`config.mk`:
```
export PLATFORM = sky130hd
export DESIGN_NAME = ex_stage_muldiv
export DESIGN_NICKNAME = d
export VERILOG_FILES = /design/src/rtl/ex_stage_muldiv.sv
export SDC_FILE = /design/constraint.sdc
export NUM_CORES = 2
export LEC_CHECK = 0
export CORE_ASPECT_RATIO = 1.2
export CORE_MARGIN = 4
export CORE_UTILIZATION = 31
export CTS_BUF_LIST = sky130_fd_sc_hd__clkbuf_16
export DETAILED_ROUTE_END_ITERATION = 8
export PLACE_DENSITY_LB_ADDON = 0.08
export SYNTH_ARGS = -nofsm -noshare
export SYNTH_HDL_FRONTEND = slang
export SYNTH_SLANG_ARGS = --single-unit
```
`constraint.sdc`:
```
create_clock -name clk -period 14.06 [get_ports clk]
set_input_delay 2.812 -clock clk [delete_from_list [all_inputs] [get_ports clk]]
set_output_delay 2.812 -clock clk [all_outputs]
set_load 0.01 [all_outputs]
```
`src/rtl/ex_stage_muldiv.sv`:
```
`timescale 1ns/1ps
`default_nettype none
//============================================================================
// Module  : ex_stage_muldiv
// Brief   : Execute stage with forwarding, ALU/branch path, iterative RV32M
//           multiply/divide unit and the EX/MEM output register.
// Revision: 1.0 - initial release
//============================================================================
module ex_stage_muldiv #(
    parameter int XLEN    = 32,
    parameter int ALUOP_W = 5
) (
    input  logic               clk,
    input  logic               rst_n,
    input  logic               valid_e,
    input  logic               flush_e,
    input  logic [XLEN-1:0]    rd1_e,
    input  logic [XLEN-1:0]    rd2_e,
    input  logic [XLEN-1:0]    imm_e,
    input  logic [XLEN-1:0]    pc_e,
    input  logic [1:0]         fwd_a,
    input  logic [1:0]         fwd_b,
    input  logic [XLEN-1:0]    wb_result_w,
    input  logic               alu_src_e,
    input  logic [ALUOP_W-1:0] alu_ctrl_e,
    input  logic [2:0]         funct3_e,
    input  logic               branch_e,
    input  logic               muldiv_e,
    input  logic [4:0]         rd_e,
    input  logic               reg_write_e,
    input  logic               mem_write_e,
    output logic               stall_o,
    output logic               pcsrc_e,
    output logic [XLEN-1:0]    branch_tgt_e,
    output logic               valid_m,
    output logic [XLEN-1:0]    alu_result_m,
    output logic [XLEN-1:0]    write_data_m,
    output logic [4:0]         rd_m,
    output logic               reg_write_m,
    output logic               mem_write_m
);

    localparam int CNT_W = $clog2(XLEN);
    localparam logic [CNT_W-1:0] C_CNT_LAST = CNT_W'(XLEN - 1);
    localparam logic [XLEN-1:0]  C_INT_MIN  = {1'b1, {(XLEN-1){1'b0}}};

    // Team ALU encoding
    localparam logic [ALUOP_W-1:0] C_ALU_ADD  = ALUOP_W'(0);
    localparam logic [ALUOP_W-1:0] C_ALU_SUB  = ALUOP_W'(1);
    localparam logic [ALUOP_W-1:0] C_ALU_SLL  = ALUOP_W'(2);
    localparam logic [ALUOP_W-1:0] C_ALU_SLT  = ALUOP_W'(3);
    localparam logic [ALUOP_W-1:0] C_ALU_SLTU = ALUOP_W'(4);
    localparam logic [ALUOP_W-1:0] C_ALU_XOR  = ALUOP_W'(5);
    localparam logic [ALUOP_W-1:0] C_ALU_SRL  = ALUOP_W'(6);
    localparam logic [ALUOP_W-1:0] C_ALU_SRA  = ALUOP_W'(7);
    localparam logic [ALUOP_W-1:0] C_ALU_OR   = ALUOP_W'(8);
    localparam logic [ALUOP_W-1:0] C_ALU_AND  = ALUOP_W'(9);
    localparam logic [ALUOP_W-1:0] C_ALU_PASSB = ALUOP_W'(10);

    typedef enum logic [1:0] {
        S_IDLE = 2'd0,
        S_MUL  = 2'd1,
        S_DIV  = 2'd2,
        S_DONE = 2'd3
    } state_t;

    state_t r_state, w_state_nxt;

    logic [XLEN-1:0]  w_op_a, w_b_reg, w_op_b, w_alu;
    logic [CNT_W-1:0] w_shamt;
    logic             w_cond;

    always_comb begin
        case (fwd_a)
            2'b01:   w_op_a = alu_result_m;
            2'b10:   w_op_a = wb_result_w;
            default: w_op_a = rd1_e;
        endcase
        case (fwd_b)
            2'b01:   w_b_reg = alu_result_m;
            2'b10:   w_b_reg = wb_result_w;
            default: w_b_reg = rd2_e;
        endcase
    end

    assign w_op_b  = alu_src_e ? imm_e : w_b_reg;
    assign w_shamt = w_op_b[CNT_W-1:0];

    always_comb begin
        w_alu = '0;
        case (alu_ctrl_e)
            C_ALU_ADD:   w_alu = w_op_a + w_op_b;
            C_ALU_SUB:   w_alu = w_op_a - w_op_b;
            C_ALU_SLL:   w_alu = w_op_a << w_shamt;
            C_ALU_SLT:   w_alu = {{(XLEN-1){1'b0}}, $signed(w_op_a) < $signed(w_op_b)};
            C_ALU_SLTU:  w_alu = {{(XLEN-1){1'b0}}, w_op_a < w_op_b};
            C_ALU_XOR:   w_alu = w_op_a ^ w_op_b;
            C_ALU_SRL:   w_alu = w_op_a >> w_shamt;
            C_ALU_SRA:   w_alu = $signed(w_op_a) >>> w_shamt;
            C_ALU_OR:    w_alu = w_op_a | w_op_b;
            C_ALU_AND:   w_alu = w_op_a & w_op_b;
            C_ALU_PASSB: w_alu = w_op_b;
            default:     w_alu = '0;
        endcase
    end

    // Branches compare against the register operand, never the immediate
    always_comb begin
        w_cond = 1'b0;
        case (funct3_e)
            3'b000:  w_cond = (w_op_a == w_b_reg);
            3'b001:  w_cond = (w_op_a != w_b_reg);
            3'b100:  w_cond = ($signed(w_op_a) <  $signed(w_b_reg));
            3'b101:  w_cond = ($signed(w_op_a) >= $signed(w_b_reg));
            3'b110:  w_cond = (w_op_a <  w_b_reg);
            3'b111:  w_cond = (w_op_a >= w_b_reg);
            default: w_cond = 1'b0;
        endcase
    end

    assign pcsrc_e      = valid_e & branch_e & ~flush_e & w_cond;
    assign branch_tgt_e = pc_e + imm_e;

    // Mul/div issue decode
    logic            w_start, w_is_div, w_sa, w_sb, w_neg_a, w_neg_b;
    logic            w_div_zero, w_div_ovf;
    logic [XLEN-1:0] w_mag_a, w_mag_b, w_special_val;

    assign w_start    = valid_e & muldiv_e & ~flush_e;
    assign w_is_div   = funct3_e[2];
    assign w_sa       = w_is_div ? ~funct3_e[0] : (funct3_e[1] ^ funct3_e[0]);
    assign w_sb       = w_is_div ? ~funct3_e[0] : (funct3_e[1:0] == 2'b01);
    assign w_neg_a    = w_sa & w_op_a[XLEN-1];
    assign w_neg_b    = w_sb & w_b_reg[XLEN-1];
    assign w_mag_a    = w_neg_a ? -w_op_a  : w_op_a;
    assign w_mag_b    = w_neg_b ? -w_b_reg : w_b_reg;
    assign w_div_zero = (w_b_reg == '0);
    assign w_div_ovf  = ~funct3_e[0] & (w_op_a == C_INT_MIN) & (&w_b_reg);

    always_comb begin
        if (w_div_zero) w_special_val = funct3_e[1] ? w_op_a : '1;
        else            w_special_val = funct3_e[1] ? '0 : C_INT_MIN;
    end

    always_comb begin
        w_state_nxt = r_state;
        case (r_state)
            S_IDLE: begin
                if (w_start) begin
                    if (!w_is_div)                    w_state_nxt = S_MUL;
                    else if (w_div_zero || w_div_ovf) w_state_nxt = S_DONE;
                    else                              w_state_nxt = S_DIV;
                end
            end
            S_MUL, S_DIV: if (r_cnt == C_CNT_LAST) w_state_nxt = S_DONE;
            S_DONE:  w_state_nxt = S_IDLE;
            default: w_state_nxt = S_IDLE;
        endcase
        if (flush_e) w_state_nxt = S_IDLE;
    end

    always_ff @(posedge clk or negedge rst_n) begin
        if (!rst_n) r_state <= S_IDLE;
        else        r_state <= w_state_nxt;
    end

    assign stall_o = ~flush_e & ((r_state == S_IDLE & w_start) |
                                 (r_state == S_MUL) | (r_state == S_DIV));

    // Iteration datapath: {r_hi, r_lo} is the product, or remainder/quotient
    logic [XLEN-1:0]  r_hi, r_lo, r_mcand, r_special_val;
    logic [CNT_W-1:0] r_cnt;
    logic [2:0]       r_f3;
    logic [4:0]       r_rd;
    logic             r_neg_res, r_neg_rem, r_special, r_reg_write;
    logic [XLEN:0]    w_mul_sum, w_rem_sh, w_diff;

    assign w_mul_sum = {1'b0, r_hi} + (r_lo[0] ? {1'b0, r_mcand} : '0);
    assign w_rem_sh  = {r_hi, r_lo[XLEN-1]};
    assign w_diff    = w_rem_sh - {1'b0, r_mcand};

    always_ff @(posedge clk or negedge rst_n) begin
        if (!rst_n) begin
            r_hi          <= '0;
            r_lo          <= '0;
            r_mcand       <= '0;
            r_special_val <= '0;
            r_cnt         <= '0;
            r_f3          <= '0;
            r_rd          <= '0;
            r_neg_res     <= 1'b0;
            r_neg_rem     <= 1'b0;
            r_special     <= 1'b0;
            r_reg_write   <= 1'b0;
        end else if (r_state == S_IDLE) begin
            if (w_start) begin
                r_hi          <= '0;
                r_lo          <= w_mag_a;
                r_mcand       <= w_mag_b;
                r_special_val <= w_special_val;
                r_cnt         <= '0;
                r_f3          <= funct3_e;
                r_rd          <= rd_e;
                r_neg_res     <= w_neg_a ^ w_neg_b;
                r_neg_rem     <= w_neg_a;
                r_special     <= w_is_div & (w_div_zero | w_div_ovf);
                r_reg_write   <= reg_write_e;
            end
        end else if (r_state == S_MUL) begin
            r_hi  <= w_mul_sum[XLEN:1];
            r_lo  <= {w_mul_sum[0], r_lo[XLEN-1:1]};
            r_cnt <= r_cnt + CNT_W'(1);
        end else if (r_state == S_DIV) begin
            r_hi  <= w_diff[XLEN] ? w_rem_sh[XLEN-1:0] : w_diff[XLEN-1:0];
            r_lo  <= {r_lo[XLEN-2:0], ~w_diff[XLEN]};
            r_cnt <= r_cnt + CNT_W'(1);
        end
    end

    logic [2*XLEN-1:0] w_prod, w_prod_fix;
    logic [XLEN-1:0]   w_md_result;

    assign w_prod     = {r_hi, r_lo};
    assign w_prod_fix = r_neg_res ? -w_prod : w_prod;

    always_comb begin
        w_md_result = '0;
        case (r_f3)
            3'b000:               w_md_result = w_prod_fix[XLEN-1:0];
            3'b001, 3'b010, 3'b011: w_md_result = w_prod_fix[2*XLEN-1:XLEN];
            3'b100, 3'b101:       w_md_result = r_neg_res ? -r_lo : r_lo;
            default:              w_md_result = r_neg_rem ? -r_hi : r_hi;
        endcase
        if (r_special) w_md_result = r_special_val;
    end

    // EX/MEM register; busy or flushed cycles load a bubble
    always_ff @(posedge clk or negedge rst_n) begin
        if (!rst_n) begin
            valid_m      <= 1'b0;
            alu_result_m <= '0;
            write_data_m <= '0;
            rd_m         <= '0;
            reg_write_m  <= 1'b0;
            mem_write_m  <= 1'b0;
        end else if (flush_e) begin
            valid_m     <= 1'b0;
            reg_write_m <= 1'b0;
            mem_write_m <= 1'b0;
        end else if (r_state == S_DONE) begin
            valid_m      <= 1'b1;
            alu_result_m <= w_md_result;
            write_data_m <= w_b_reg;
            rd_m         <= r_rd;
            reg_write_m  <= r_reg_write;
            mem_write_m  <= 1'b0;
        end else if (r_state == S_IDLE && !w_start) begin
            valid_m      <= valid_e;
            alu_result_m <= w_alu;
            write_data_m <= w_b_reg;
            rd_m         <= rd_e;
            reg_write_m  <= valid_e & reg_write_e;
            mem_write_m  <= valid_e & mem_write_e;
        end else begin
            valid_m     <= 1'b0;
            reg_write_m <= 1'b0;
            mem_write_m <= 1'b0;
        end
    end

endmodule
`default_nettype wire

```
# Word level (Yosys, flattened, before mapping)
# Index checks and enable logic that the tools add are counted.
[classes]
n_addsub = 11
n_lt_le_gt_ge = 6
n_eq_ne = 35
n_shift = 3
mux = 52
bitwise = 25
n_reduce_logical = 18
[op_table]
columns = ["op", "n"]
rows = [
  ["2-to-1 mux 32 bit", 23],
  ["case mux 32 bit (11 select lines)", 1],
  ["< comparator 32 bit", 4],
  ["negation 32 bit", 4],
  ["case mux 32 bit (2 select lines)", 2],
  ["case mux 32 bit (3 select lines)", 1],
  ["adder 32 bit", 2],
  ["greater-or-equal comparator 32 bit", 2],
  ["2-to-1 mux 64 bit", 1],
  ["negation 64 bit", 1],
  ["adder 32 x 32 -> 33 bit", 1],
  ["subtractor 33 x 32 -> 33 bit", 1],
  ["AND 32 bit", 1],
  ["equality test 32 bit", 1],
  ["equality test 32 bit (second input constant)", 1],
  ["zero test 32 bit", 1],
  ["!= test 32 bit", 1],
  ["OR 32 bit", 1],
  ["AND reduction 32 bit", 1],
  ["<< shifter 32 x 5 -> 32 bit", 1],
  ["right shift 32 x 5 -> 32 bit", 1],
  [">>> shifter 32 x 5 -> 32 bit", 1],
  ["subtractor 32 bit", 1],
  ["XOR 32 bit", 1],
  ["33 further kinds", 95],
]
[word_totals]
ff_bits = 219
inputBits = 186
out_inout_bits = 106
word_cells = 168

# Logic depth before layout (Yosys ltp)
[depth]
ltp_word = 11
ltp_mapped = 24
depth_no_buf = 19

# Least setup slack after synthesis
# OpenSTA, ideal clock, no wires.
[synth_path]
path_kind = "input-to-output"
startpoint = "in fwd_b[0]"
endpoint = "out pcsrc_e"
arrival_time_ns = 6.387
required_time_ns = 11.248
path_slack_ns = 4.861
cell_stages = 18
n_path_buf = 5
cell_sequence = "inv_1 -> ha_1 -> buf_2 -> buf_4 -> buf_2 -> buf_2 -> buf_1 -> a221o_1 -> o21ai_1 -> ha_1 -> nand4_1 -> nor4_1 -> nand4_1 -> nor4_1 -> nand4_1 -> mux2i_1 -> or4_1 -> nand3b_1"
[synth_between]
elab_chain_len = 5
word_cells_on_any_way = 11
cone_classes = "order compare (4); eq/ne (4); mux (2); bitwise (1)"
[synth_rtl]
columns = ["element", "line_no", "rtl"]
rows = [
  ["start: declaration", "22", "input logic [1:0] fwd_b,"],
  ["equality test 2 bit / equality test 2 x 1 -> 1 bit (equally long branches)", "79", "case (fwd_b)"],
  ["case mux 32 bit (2 select lines) *", "79", ""],
  ["greater-or-equal comparator 32 bit (tied with other cells)", "116", "3'b111: w_cond = (w_op_a >= w_b_reg);"],
  ["case mux 1 bit (6 select lines) *", "110", "case (funct3_e)"],
  ["AND 1 bit *", "121", "assign pcsrc_e = valid_e & branch_e & ~flush_e & w_cond;"],
  ["end: declaration", "33", "output logic pcsrc_e,"],
]
# Every way passes the cells marked *; elsewhere a longest branch is shown, timed or not.

# Worst setup path after layout
# Ends and elaborated chain as after synthesis.

==> results.md <==
- Routed wire per std cell: roughly 32 um
- Cell area after synthesis: 30180 sq um
- Seq cells post-synth: 219
- Hold violation count in the final report: 0
- Starting DRC count in detailed routing: between 3000 and 4000
- Commonest non-fill, non-tap cell in the layout: nand2_1
- CTS tree: yes
- Area growth from synthesis to final layout: 17.18%
- Largest net degree at the start of global routing: slightly below 100
- XOR/XNOR share of the synthesized area: 7.139%
- Aggregate global routing overflow: 0
- Power share of the combinational group: between 60% and 70%
- Number of violations of the max-capacitance limit: 1
- First-pass detailed-route iteration total: 6
- Crit path buf inv count: 5
- Launch instance of the worst min-delay path: r_special_val[13]
- Initial Utilization: between 30% and 40%
- Peak ir drop on the vdd network: 0.1032 mV
- Clock buffers created by TritonCTS: 26
- Fill cell total of the finished layout: ~10000
- Sequential share of power: 20.6%
- Via-per-instance ratio: around 6.2
- Number of buffers on the longest clock path: 3
- Time the worst path needs with I/O delays and setup: 11.39 ns
- Cell area power density: about 170 nW/um^2
- Worst hold path type: flop to flop
- Cell Count Post-Placement: around 5500
- Clock sink total: ~220
- Nets: 4703
- Critical path startpoint: fwd_b[0]
- Prevailing post-synth register cell: dfrtp_1
- Final HPWL from detailed placement: 140.6 mm
- Final setup vio count: 0
- Ratio of cells with drive above 1 in the final layout: about 6.6%
- Share of the synthesized area in the top cell type: roughly 18%
- Dominant combinational cell family by area after synthesis: compound AO/OA/AOI/OAI gates
- Gr usage total: between 30% and 40%
- Die height: 349.8 um
- Clock-pin slew reported for the worst setup and hold paths after clock tree synthesis: 0.06 ns
- Antenna Violating Nets Remaining: 0
- Adder and majority cell fraction of the synthesized area: 10.41%
- Leading cell types by total area after synthesis: dfrtp_1 (18%), ha_1 (10%), o21ai_0 (6.6%), mux2i_1 (5.7%), nand2_1 (5.7%)
- Slowest-stage cell, CP: o21ai_1
- DRC violations left: 0
- Ordered cell list for the critical path: clkdlybuf4s50_1, inv_1, ha_1, buf_4, clkinv_1, o21ai_1, ha_1, nand2_1, nor4_1, nand4_1, nor4_1, nand4_1, mux2i_1, or4_1, nand3b_1, clkdlybuf4s50_1
- Total negative slack for setup checks: 0 ns
- Cell count after synthesis: 4120
- # Post-CTS Setup Buffers: 0
- Async SR Flop Fraction: 100.0%
- Portion of the clock cycle consumed by the worst path in the final layout: 81.01%
- Post-synth net total: 4554
- Top Family by Delay on Critical Path: simple AND/OR/NAND/NOR gates
- Utilization of the core after routing: around 37%
- Compound-cell area share of the yosys netlist: between 30 and 40%
- Number of levels the H-tree was split into: 1
- Fmax: between 0.08 and 0.09 GHz
- Total power: 6.012 mW
- Global-route wire length before repair: 249.3 mm
- Placer congestion estimate: 1.022
- Startpoint of the worst-slack reg-to-reg timing path: alu_result_m[1]
- Total Die Area: 102400 sq um
- Number of synthesized flops with an enable pin: 0
- CTS hold repair buffers: 0
- Total detailed-routing wirelength: around 180 mm
- Final slew viol count: 0
- Run status: finished with violations
- Placement Rows: approximately 130
- Core area: between 90000 and 100000 sq um
- Maximum single-stage delay on the critical path: 0.78 ns
- CP Data Arrival Time: between 8 and 9 ns
- Violations in the final reports: capacitance limit
- Top fanout value on the critical path: 45
- Data required time of the worst path: about 11 ns
- Non-filler instance count after layout: ~5600
- Number of different library cells in the post-synthesis netlist: 88
- Cell taking the most area after synthesis: dfrtp_1
- Total number of vias: between 30000 and 40000
- Clk network pwr share: roughly an eighth
- Switching Share: 55.14%
- Syn_area_per_cell: between 7 and 8 sq um
- Cell internal power dissipation: between 2 and 3 mW
- Mux cell area share after synthesis: between 6 and 7%
- Resized Gates After CTS: 0
- Worst skew pair latency: 0.60 ns
- Worst Max-Slew Pin Slew: around 1.5 ns
- Static leakage power: 14.96 nW
- Root Driver: clkbuf_16
- Antenna violations before repair: 11
- Simple-gate share of the synthesized area: between 10% and 20%
- Number of global-route vias before repair: roughly 33000
- Unrepaired setup endpoints after global routing: false
- Number of placed I/O pins: just under 300
- Startpoint types: input pin
- Die W: a little under 300 um
- Element type at the critical path end: primary output
- Clk_skew: 0.02805 ns
- Net switching power: ~3.3 mW
- Count of yosys warnings during synthesis: 0
- Leading cell types in the layout, fill and taps excluded: nand2_1 (455), o21ai_0 (397), nor2_1 (339), a21oi_1 (312), clkdlybuf4s50_1 (287)
- Headroom to the max-slew limit: ~1.5%
- WS Path Type: input pin to primary output
- Sequential-to-total area share from yosys stat: ~18%
- Buffers added on ports: around 290
==> through the flow <==
stage / instance area, sq um / hold WS, ns / worst slack (ns)
after floorplan: 30180 / 0.4441 / 4.861
after global placement: 34530 / 0.4545 / 2.939
after detailed placement: 34530 / 0.4605 / 2.861
after CTS: 35360 / 0.4754 / 2.842
after global routing: 35360 / 0.4830 / 2.418
final: 35370 / 0.4778 / 2.669
==> cells in the mapped netlist (13+ instances only) <==
| cell type | n |
|---|---|
| a211oi_2 | 23 |
| nand2_1 | 455 |
| o31ai_1 | 32 |
| a22oi_1 | 74 |
| dfrtp_1 | 219 |
| inv_1 | 173 |
| buf_2 | 33 |
| nand4_1 | 29 |
| xnor2_1 | 155 |
| o221ai_1 | 38 |
| clkinv_1 | 18 |
| a221oi_1 | 38 |
| nand2b_1 | 35 |
| nor2_1 | 345 |
| ha_1 | 243 |
| and2_1 | 17 |
| or3_1 | 34 |
| o22ai_1 | 26 |
| o21ai_1 | 46 |
| o21ai_0 | 398 |
| a211oi_1 | 59 |
| buf_1 | 33 |
| o21a_1 | 21 |
| nor4_1 | 38 |
| a31oi_1 | 44 |
| o21bai_1 | 28 |
| mux2_2 | 25 |
| nor2b_1 | 41 |
| mux2i_1 | 171 |
| nand3_1 | 79 |
| xor2_1 | 91 |
| or4_1 | 20 |
| or2_2 | 19 |
| a2111oi_0 | 22 |
| nor3_1 | 67 |
| a21o_1 | 86 |
| a21oi_1 | 312 |
| o211ai_1 | 46 |
| and3_1 | 26 |
| a221o_1 | 42 |
| clkbuf_1 | 215 |
| o41ai_1 | 13 |
==> power groups by stage <==
stage          clock network [mW]  registers (mW)  logic, mW
3_3_place_gp                    0            1.24       4.02
4_1_cts                     0.719            1.23       4.01
2_1_floorplan                   0            1.03       2.55
3_5_place_dp                    0            1.24       3.99
5_1_grt                     0.736            1.25       4.39
6_report                    0.702            1.24       4.07
==> final timing paths <==
check	endpoint	cells past startpoint	slack [ns]
setup / recovery	pcsrc_e	16	2.67
hold / removal	r_special_val[13]	1	0.48
setup reg to reg	alu_result_m[26]	14	7.62
hold reg to reg	r_special_val[13]	1	0.48
max in group asynchronous	rd_m[0]	3	9.42
min in group asynchronous	r_mcand[19]	1	2.26
==> area by class of cell <==
cell class	count	area, sq um	share of cell area [%]
flip-flops and latches	219	5480	15.50
well taps	1270	1589	4.493
inverters	195	732.0	2.070
clock buffers	27	675.6	1.910
multi-input cells	3418	22940	64.88
diodes	4	10.01	0.02830
clock inverters	18	145.1	0.4104
repair buffers	409	3789	10.71
==> layer usage <==
| layer | vias up | routed length [um] | track usage (%) |
|---|---|---|---|
| li1 | 15428 | - | - |
| met1 | 16890 | 71060 | 41.19 |
| met4 | 10 | 11450 | 17.23 |
| met2 | 1774 | 82490 | 55.73 |
| met5 | - | 74 | 0 |
| met3 | 397 | 12610 | 4.348 |
==> kinds of logic after synthesis <==
| logic type | count (synthesis) |
|---|---|
| AOI/OAI and AO/OA | 1488 |
| muxes | 198 |
| buffers and inverters | 483 |
| and+or+nand+nor | 1238 |
| DFF | 219 |
| adders and majority gates | 248 |
| xor gates and xnor gates | 246 |
==> sequential cells by signal, indices dropped and copies added, names as in the netlist, 2 cells and up <==
signal / count
alu_result_m: 32
r_hi: 32
r_lo: 32
r_mcand: 32
r_special_val: 32
write_data_m: 32
r_cnt: 5
r_rd: 5
rd_m: 5
r_f3: 3
r_state: 2
(Power assumes the default switching activity.)
